[src/rtl/ssd_scan_decoder.sv]
// Loopback decoder for a 4-digit multiplexed seven-segment display: samples the
// active-low An/Cath lines and rebuilds stable 16-bit frames. Optional: SSD_DP_CAPTURE_EN.
module ssd_scan_decoder #(
  parameter int unsigned SETTLE_CYC    = 16,
  parameter int unsigned STABLE_FRAMES = 2
) (
  input  logic        board_clk,
  input  logic        Reset,
  input  logic [3:0]  An,
  input  logic [7:0]  Cath,
  output logic [15:0] digits_out,
  output logic [3:0]  digit_valid,
  output logic [3:0]  dp_out,
  output logic [15:0] frame_word,
  output logic        frame_strobe,
  output logic        frame_changed,
  output logic        decode_err,
  output logic [7:0]  err_count
);

  typedef enum logic [1:0] {IDLE, SETTLE, HOLD} state_t;

  localparam logic [7:0] SETTLE_LAST = 8'(SETTLE_CYC - 1);
  localparam logic [3:0] STABLE_MAX  = 4'(STABLE_FRAMES);

`ifdef SSD_DP_CAPTURE_EN
  localparam int         FW       = 20;
  localparam logic [7:0] CMP_MASK = 8'hFF;
`else
  localparam int         FW       = 16;
  localparam logic [7:0] CMP_MASK = 8'hFE;
`endif

  state_t          state, state_nx;
  logic [3:0]      an_meta, an_sync, an_ref;
  logic [7:0]      cath_meta, cath_sync, cath_ref;
  logic [7:0]      cnt;
  logic            digit_sel, pair_changed, restart, sample;
  logic [1:0]      digit_idx;
  logic            legal, blank, illegal, expected, cand_new, strobe_nx, done_bad;
  logic [3:0]      nib, mask, match, match_nx;
  logic [15:0]     acc_nib;
  logic            frame_bad;
  logic [FW-1:0]   cand, done_val;

  function automatic logic [4:0] decode_seg(input logic [6:0] seg);
    case (seg)
      7'b0000001: return 5'h10; 7'b1001111: return 5'h11;
      7'b0010010: return 5'h12; 7'b0000110: return 5'h13;
      7'b1001100: return 5'h14; 7'b0100100: return 5'h15;
      7'b0100000: return 5'h16; 7'b0001111: return 5'h17;
      7'b0000000: return 5'h18; 7'b0000100: return 5'h19;
      7'b0001000: return 5'h1A; 7'b1100000: return 5'h1B;
      7'b0110001: return 5'h1C; 7'b1000010: return 5'h1D;
      7'b0110000: return 5'h1E; 7'b0111000: return 5'h1F;
      default:    return 5'h00;
    endcase
  endfunction

  // Inputs idle high so the synchronisers come out of reset showing no digit.
  always_ff @(posedge board_clk or posedge Reset) begin
    if (Reset) begin
      an_meta   <= 4'hF;
      an_sync   <= 4'hF;
      cath_meta <= 8'hFF;
      cath_sync <= 8'hFF;
    end else begin
      // NOTE: non-blocking assignments make every flop sample the pre-edge value, which is what builds the two-stage chain.
      an_meta   <= An;
      an_sync   <= an_meta;
      cath_meta <= Cath;
      cath_sync <= cath_meta;
    end
  end

  always_comb begin
    // NOTE: every output of a combinational block gets a default first so no path leaves it unassigned (latch).
    digit_sel = 1'b1;
    digit_idx = 2'd0;
    case (an_sync)
      4'b0111: digit_idx = 2'd3;
      4'b1011: digit_idx = 2'd2;
      4'b1101: digit_idx = 2'd1;
      4'b1110: digit_idx = 2'd0;
      default: digit_sel = 1'b0;
    endcase
  end

  assign pair_changed = (an_sync != an_ref) || ((cath_sync & CMP_MASK) != (cath_ref & CMP_MASK));

  always_ff @(posedge board_clk or posedge Reset) begin
    if (Reset) state <= IDLE;
    else       state <= state_nx;
  end

  always_comb begin
    state_nx = state;
    restart  = 1'b0;
    sample   = 1'b0;
    case (state)
      IDLE: if (digit_sel) begin
        restart  = 1'b1;
        state_nx = SETTLE;
      end
      SETTLE: begin
        if (!digit_sel)             state_nx = IDLE;
        else if (pair_changed)      restart  = 1'b1;
        else if (cnt == SETTLE_LAST) begin
          sample   = 1'b1;
          state_nx = HOLD;
        end
      end
      HOLD: if (an_sync != an_ref) begin
        if (!digit_sel) state_nx = IDLE;
        else begin
          restart  = 1'b1;
          state_nx = SETTLE;
        end
      end
      default: state_nx = IDLE;
    endcase
  end

  assign {legal, nib} = decode_seg(cath_sync[7:1]);
  assign blank        = (cath_sync[7:1] == 7'h7F);
  assign illegal      = !legal && !blank;
  assign expected     = (digit_idx == 2'd2 && mask == 4'b1000) ||
                        (digit_idx == 2'd1 && mask == 4'b1100) ||
                        (digit_idx == 2'd0 && mask == 4'b1110);
  assign done_bad     = frame_bad || !legal;

`ifdef SSD_DP_CAPTURE_EN
  logic [3:0] acc_dp, dp_q;
  assign done_val = {acc_dp[3:1], ~cath_sync[0], acc_nib[15:4], nib};
  assign dp_out   = dp_q;

  always_ff @(posedge board_clk or posedge Reset) begin
    if (Reset) begin
      acc_dp <= '0;
      dp_q   <= '0;
    end else if (sample) begin
      acc_dp[digit_idx] <= ~cath_sync[0];
      dp_q[digit_idx]   <= ~cath_sync[0];
    end
  end
`else
  assign done_val = {acc_nib[15:4], nib};
  assign dp_out   = 4'h0;
`endif

  // Strobe only on the transition into "stable", or when a new candidate is already stable.
  always_comb begin
    cand_new = 1'b0;
    if (done_bad)              match_nx = 4'd0;
    else if (done_val == cand) match_nx = (match == STABLE_MAX) ? match : match + 4'd1;
    else begin
      match_nx = 4'd1;
      cand_new = 1'b1;
    end
    strobe_nx = !done_bad && (match_nx == STABLE_MAX) && ((match != STABLE_MAX) || cand_new);
  end

  always_ff @(posedge board_clk or posedge Reset) begin
    if (Reset) begin
      cnt <= '0; an_ref <= '0; cath_ref <= '0;
      digits_out <= '0; digit_valid <= '0; err_count <= '0; decode_err <= 1'b0;
      mask <= '0; frame_bad <= 1'b0; acc_nib <= '0; match <= '0; cand <= '0;
      frame_word <= '0; frame_strobe <= 1'b0; frame_changed <= 1'b0;
    end else begin
      decode_err    <= 1'b0;
      frame_strobe  <= 1'b0;
      frame_changed <= 1'b0;
      if (restart) begin
        cnt      <= '0;
        an_ref   <= an_sync;
        cath_ref <= cath_sync;
      end else if (state == SETTLE) begin
        cnt <= cnt + 8'd1;
      end
      if (sample) begin
        if (legal) digits_out[{digit_idx, 2'b00} +: 4] <= nib;
        digit_valid[digit_idx] <= legal;
        if (illegal) begin
          decode_err <= 1'b1;
          if (err_count != 8'hFF) err_count <= err_count + 8'd1;
        end
        if (digit_idx == 2'd3) begin
          mask           <= 4'b1000;
          frame_bad      <= !legal;
          acc_nib[15:12] <= nib;
        end else if (expected && digit_idx == 2'd0) begin
          mask  <= '0;
          match <= match_nx;
          if (cand_new) cand <= done_val;
          if (strobe_nx) begin
            frame_word    <= done_val[15:0];
            frame_strobe  <= 1'b1;
            frame_changed <= (done_val[15:0] != frame_word);
          end
        end else if (expected) begin
          mask[digit_idx]                     <= 1'b1;
          frame_bad                           <= frame_bad || !legal;
          acc_nib[{digit_idx, 2'b00} +: 4]    <= nib;
        end else begin
          mask <= '0;
        end
      end
    end
  end

endmodule

[config.mk]
export PLATFORM = sky130hd
export DESIGN_NAME = ssd_scan_decoder
export DESIGN_NICKNAME = d
export VERILOG_FILES = /design/src/rtl/ssd_scan_decoder.sv
export SDC_FILE = /design/constraint.sdc
export NUM_CORES = 1
export LEC_CHECK = 0
export ABC_AREA = 1
export CELL_PAD_IN_SITES_DETAIL_PLACEMENT = 0
export CELL_PAD_IN_SITES_GLOBAL_PLACEMENT = 2
export CORE_MARGIN = 2
export CORE_UTILIZATION = 39
export CTS_CLUSTER_DIAMETER = 150
export CTS_CLUSTER_SIZE = 10
export DETAILED_ROUTE_END_ITERATION = 7
export DONT_BUFFER_PORTS = 1
export GPL_TIMING_DRIVEN = 0
export PLACE_DENSITY = 0.85
export SLEW_MARGIN = 25
export SYNTH_ARGS = -nofsm -noshare
export SYNTH_HDL_FRONTEND = slang
export SYNTH_SLANG_ARGS = --single-unit
[constraint.sdc]
create_clock -name board_clk -period 4.3 [get_ports board_clk]
set_input_delay 0.645 -clock board_clk [delete_from_list [all_inputs] [get_ports board_clk]]
set_output_delay 0.645 -clock board_clk [all_outputs]
set_load 0.01 [all_outputs]
==> reports/metrics.yaml, run 1 <==
logic_synthesis:
  yosys_most_used_dff: "dfrtp_1"
  syn_inst: 733
  synth_top_area_share_pct: 41.30
  synth_area_per_cell_um2: 8.680
  yosysTopAreaCell: "dfrtp_1"
  async_flop_share_pct: 100.0
  synth_area_leaders: "dfrtp_1 (41%), nand2_1 (12%), dfstp_2 (9.1%)"
  yosysMostFrequentCell: "nand2_1"
  synth_cell_type_count: 40
  synthTopCellsByCount: "nand2_1 (197), dfrtp_1 (105), nor2_1 (63)"
  synth_edf_count: 0
  ys_seq_area_share_pct: 50.38
  synth_warnings: 0
  syn-cell-area_mm2: 0.006362
  ys_ff_latch: 127
timing:
  finalHoldViolCount: 0
  worstMarginPinSlew_ns: 0.6084
  whs_ns: 0.07848
  maxSlewViolCount: 0
  skew_ns: 0.008521
  rsz0062_at_grt: "false"
  timing.final.crit_share_pct: 75.20
  fin_crit_ns: 3.234
  max_freq_mhz: 309.3
  relSlewSlack_pct: 59.07
  final.setup.worst_slack_ns: 1.066
  final-setup-viol-count: 0
worst_setup_path:
  crit_required_ns: 4.66
  rr_endpoint: "cand[9]"
  start_kind: "flip-flop"
  r2r_slack_ns: 1.07
  reg2reg_depth: 17
  worstSetupEndpointType: "flip-flop"
  rr_startpoint: "an_sync[2]"
  cp.arrival_ns: 3.59
  worst-setup-path-type: "reg2reg"
  worstPathMaxFanout: 12
status:
  status: "complete, no violations"
grt:
  first_global_vias: 4769
  antenna_found_initial: 0
  overflow: 0
  grt_max_degree: 71
  grt_pass1_wl_um: 24450
  gr-usage-all-layers_pct: 17.63
power_and_ir_drop:
  power_density_mw_per_mm2: 419.0
  leakage_nw: 3.592
  peakVddDrop_uv: 270.4
  total_power_mw: 3.038
flow_run:
  drv_cap: 0
floorplanning:
  start_util_pct: 39.91
  die_h_um: 131.7
  core-area_mm2: 0.01594
  io_pins: 65
  die_w_um: 131.7
  dieArea_mm2: 0.01735
  rows: 46
routing:
  vias_per_cell: 4.805
  drc: 0
  dr.pass1.iters: 4
  drt_wl_total_um: 14440
  first_iter_violations: 271
  ant_nets: 0
  num_vias: 4733
  wl_per_cell_um: 14.66
finish:
  nets: 784
  final-seq-area_mm2: 0.003206
  insertedDiodeCount: 0
  area_growth_pct: 13.96
  drive_gt1_share_pct: 15.21
  multiInputGateArea_mm2: 0.002804
  n_fill_cell: 1567
placed_design:
  dp_slack_ns: 1.091
  dpl.hpwl_um: 10730
  port-buffer-count: 0
  place_congestion: 0.8322
cts:
  post_cts_buffers: 0
  post_cts_resized: 0
  cts_made_buffers: 17
  cts_sinks: 127
  clock_path_buffers: 2
  cts-root-buf: "clkbuf_16"
  clkTransAtPathRegs_ns: 0.06
  cts_tree: "yes"
  clk_latency_ns: 0.42
  cts_hold_buf: 0
  cts_max_level: 4
hold_path:
  hp-class: "in2async"
==> report_power, final <==
group | switching (mW) | leakage (nW) | internal [mW]
registers | 0.0626 | 1.68 | 1.28
logic | 0.201 | 1.62 | 0.114
clock network | 0.530 | 0.293 | 0.846
total | 0.793 | 3.59 | 2.25
==> cell families after synthesis <==
| group | synth area share [%] |
|---|---|
| flip-flops | 50.38 |
| adder cells (fa/ha/maj) | 2.753 |
| multiplexers | 0.3540 |
| AND/OR/NAND/NOR | 27.39 |
| AO/OA/AOI/OAI | 6.706 |
| buffers and inverters | 5.723 |
| XOR/XNOR | 6.627 |
| other | 0.05894 |
==> state kept, by name, summed over array words and instances (netlist names) <==
register	count
frame_word	16
digit_valid	4
cath_sync	7
frame_changed	1
an_sync	4
cnt	8
frame_strobe	1
decode_err	1
an_ref	4
an_meta	4
err_count	8
acc_nib	12
match	4
digits_out	16
cath_ref	7
cand	16
cath_meta	7
mask	4
state	2
frame_bad	1
==> layer usage <==
metal	vias to the layer above	wire [µm]	track usage [%]
li1	2396	-	-
met1	2248	7209	24.43
met2	73	6460	27.25
met3	16	536	4.167
met4	0	236	5.978
met5	-	0	0
==> through the flow <==
stage	cell area, µm²	std cells	setup TNS [ns]	utilization, %
2_1_floorplan	6374	736	0	-
3_3_place_gp	6644	952	-114.35	41.67
3_5_place_dp	6679	953	0	41.89
4_1_cts	7251	985	0	45.48
5_1_grt	7251	985	0	45.48
6_report	7251	985	0	45.48
==> layout by cell type, fill, tap and decap left out, types with 3 or more instances in the layout <==
cell type    n
nand4_2      3
dfstp_2     22
nand4_1      7
nand2_2     16
nor2_1      63
o21ai_1      3
o31ai_1      4
nor2_2       6
clkbuf_16   19
ha_1        14
inv_2        9
nor3_1      10
clkbuf_8     3
nor2_4       6
conb_1       4
nand3_1     50
nand3_4      3
clkinv_2     6
inv_1       60
nand2_1    197
xnor2_1     19
xor2_1      26
o21ai_0     56
buf_4        5
buf_2        3
a21oi_1      7
nand3_2      4
nor4_1       5
dfrtp_1    105
clkbuf_1     7
o22ai_1      3
==> critical path, cell delays in order, from the launching register on <==
cell	delay, ns
dfstp_2	0.55
inv_1	0.08
nor3_1	0.19
nor2_1	0.15
inv_1	0.12
clkbuf_1	0.40
ha_1	0.26
inv_1	0.07
nand2_1	0.06
o2111ai_1	0.10
o21ai_0	0.12
nand2_1	0.12
inv_1	0.11
nand3_1	0.10
inv_1	0.12
clkbuf_1	0.39
nand3_1	0.14
nand2_1	0.10
==> final cells by class <==
class / count / area share [%]
clock buffer: 23 / 7.179
multi-input combinational: 522 / 38.67
sequential: 127 / 44.21
buffer: 16 / 1.346
inverter: 71 / 3.779
tap: 216 / 3.727
clock inverter: 9 / 0.7075
timing repair buffer: 1 / 0.3796
==> worst max path at each step <==
stage	start	end	slack (ns)
finish	an_sync[2]	cand[9]	1.07
global route	an_sync[2]	cand[4]	0.70
CTS	an_sync[2]	cand[9]	1.07
detailed placement	an_sync[2]	cand[9]	1.09
global placement	Reset	digits_out[1]	-1.10
floorplan	Reset	acc_nib[10]	0.31
Note: power is estimated with default switching activity, not from simulation.
==> run 2: changes to the inputs <==
==> constraint.sdc (replaced) <==
create_clock -name board_clk -period 3.2 [get_ports board_clk]
set_input_delay 0.48 -clock board_clk [delete_from_list [all_inputs] [get_ports board_clk]]
set_output_delay 0.48 -clock board_clk [all_outputs]
set_load 0.01 [all_outputs]
==> reports/metrics.yaml, run 2 (same netlist as run 1, synthesis figures left out) <==
status:
  status: "complete, no violations"
floorplanning:
  core-area_mm2: 0.01594
  die_h_um: 131.7
  rows: 46
  dieArea_mm2: 0.01735
  io_pins: 65
  die_w_um: 131.7
  start_util_pct: 39.91
placed_design:
  place_congestion: 0.8245
  dpl.hpwl_um: 11020
  port-buffer-count: 0
  post-place-cells: 956
routing:
  wl_per_cell_um: 14.66
  ant_nets: 0
  vias_per_cell: 4.830
  num_vias: 4772
  drt_wl_total_um: 14480
  dr.pass1.iters: 5
  drc: 0
  first_iter_violations: 267
grt:
  first_global_vias: 4759
  grt_max_degree: 35
  grt_pass1_wl_um: 24610
  antenna_found_initial: 0
  gr-usage-all-layers_pct: 17.93
  overflow: 0
cts:
  cts_max_level: 4
  cts_tree: "yes"
  cts_made_buffers: 17
  cts-root-buf: "clkbuf_16"
  clk_latency_ns: 0.42
  cts_sinks: 127
  clkTransAtPathRegs_ns: 0.06
  clock_path_buffers: 2
finish:
  final_common_cell: "nand2_1"
  reg_top3: "cand: 16 flops, digits_out: 16 flops, frame_word: 16 flops"
  final_cells: 988
  mostFrequentLayoutCells: "nand2_1 (197), dfrtp_1 (105), nor2_1 (62), inv_1 (59), o21ai_0 (56)"
  n_fill_cell: 1567
  area_growth_pct: 16.05
  post-route-util_pct: 46.31
  insertedDiodeCount: 0
  nets: 787
  drive_gt1_share_pct: 15.93
worst_setup_path:
  start_kind: "flip-flop"
  worstPathMaxFanout: 14
  path_cells: "nor3_1, nor2_1, inv_2, ha_1, inv_1, nand2_1, o2111ai_1, o21ai_0, nand2_1, inv_1, nand3_1, inv_1, nand2_1, buf_2, o21ai_0"
  slowest_delay_ns: 0.56
  worstSetupEndpointType: "flip-flop"
  crit_required_ns: 3.48
  slowest_stage: "dfstp_2"
  worst-setup-path-type: "reg2reg"
  path_buf_inv: 5
  cp.arrival_ns: 3.22
  critical_path.top_delay_family: "simple AND/OR/NAND/NOR gates"
timing:
  max_freq_mhz: 340.3
  timing.final.crit_share_pct: 91.83
  skew_ns: 0.01201
  relSlewSlack_pct: 58.05
  worstMarginPinSlew_ns: 0.6236
  rsz0062_at_grt: "false"
  finalHoldViolCount: 0
  maxSlewViolCount: 0
  fin_crit_ns: 2.938
  final-setup-viol-count: 0
hold_path:
  hp-class: "in2reg"
flow_run:
  drv_cap: 0
power_and_ir_drop:
  peakVddDrop_uv: 401.5
  total_power_mw: 4.279
  leakage_nw: 3.639
  power_density_mw_per_mm2: 579.6
-- run 2: changes by cell type in the layout (fill, tap and decap cells not counted), sizes merged --
cell         previous run  this run
buf                    11        14
clkinvlp                0         2
inv                    72        73
bufinv                  0         1
clkinv                  8         4
clkbuf                 29        28
dlygate4sd3             0         1
-- run 2: final timing paths --
kind,startpoint,to,slack (ns),cells after the start
max in group asynchronous,Reset,err_count[2],1.98,4
worst min register to register,cath_meta[2],cath_sync[2],0.35,0
worst max-delay path,an_sync[3],cand[8],0.26,15
worst min-delay path,An[3],an_meta[3],0.06,0
worst max register to register,an_sync[3],cand[8],0.26,15
min in group asynchronous,Reset,frame_changed,0.55,2
-- run 2: worst register-to-register path, stage by stage, from the launching register on --
cell	delay [ns]
dfstp_2	0.56
nor3_1	0.06
nor2_1	0.39
inv_2	0.22
ha_1	0.27
inv_1	0.10
nand2_1	0.06
o2111ai_1	0.09
o21ai_0	0.15
nand2_1	0.12
inv_1	0.08
nand3_1	0.10
inv_1	0.07
nand2_1	0.16
buf_2	0.24
o21ai_0	0.13
-- run 2: layout make-up --
cell class                 instances  area [µm²]  area share, %
clock inverter                     9       86.33          1.169
multi-input combinational        522        2806          38.01
tap                              216       270.3          3.660
inverter                          71       270.3          3.660
clock buffer                      23       553.0          7.490
sequential                       127        3206          43.42
timing repair buffer               5       97.59          1.322
buffer                            15       93.84          1.271
-- run 2: per-layer routing --
| metal | track usage, % | share of wire, % | vias to the layer above |
|---|---|---|---|
| met5 | 0 | 0 | - |
| met1 | 24.51 | 49 | 2295 |
| met3 | 5.285 | 4.3 | 7 |
| li1 | - | - | 2395 |
| met2 | 27.98 | 46 | 75 |
| met4 | 4.710 | 0.60 | 0 |
-- run 2: what timing repair did --
action	4_1_cts	5_1_grt
endpoints found under the setup margin	18	41
hold buffers	1	0
hold endpoints to repair	10	0
buffers inserted	0	0
gates resized for setup	0	2
-- run 2: power breakdown --
group          switching (mW)  internal [mW]  leakage, nW
registers              0.0840           1.73         1.68
logic                   0.272          0.161         1.65
clock network           0.734           1.30        0.317
-- run 2: per-stage QoR --
stage / setup TNS [ns] / setup slack (ns) / instance area (µm²) / hold WS (ns)
final: 0 / 0.2615 / 7383 / 0.06083
after global routing: 0 / 0.003757 / 7383 / 0.02874
after CTS: 0 / 0.1583 / 7381 / 0.03662
after detailed placement: -0.07199 / -0.02047 / 6735 / 0.3468
after global placement: 0 / 0.02382 / 6648 / 0.3464
after floorplan: 0 / 0.5892 / 6377 / 0.3452
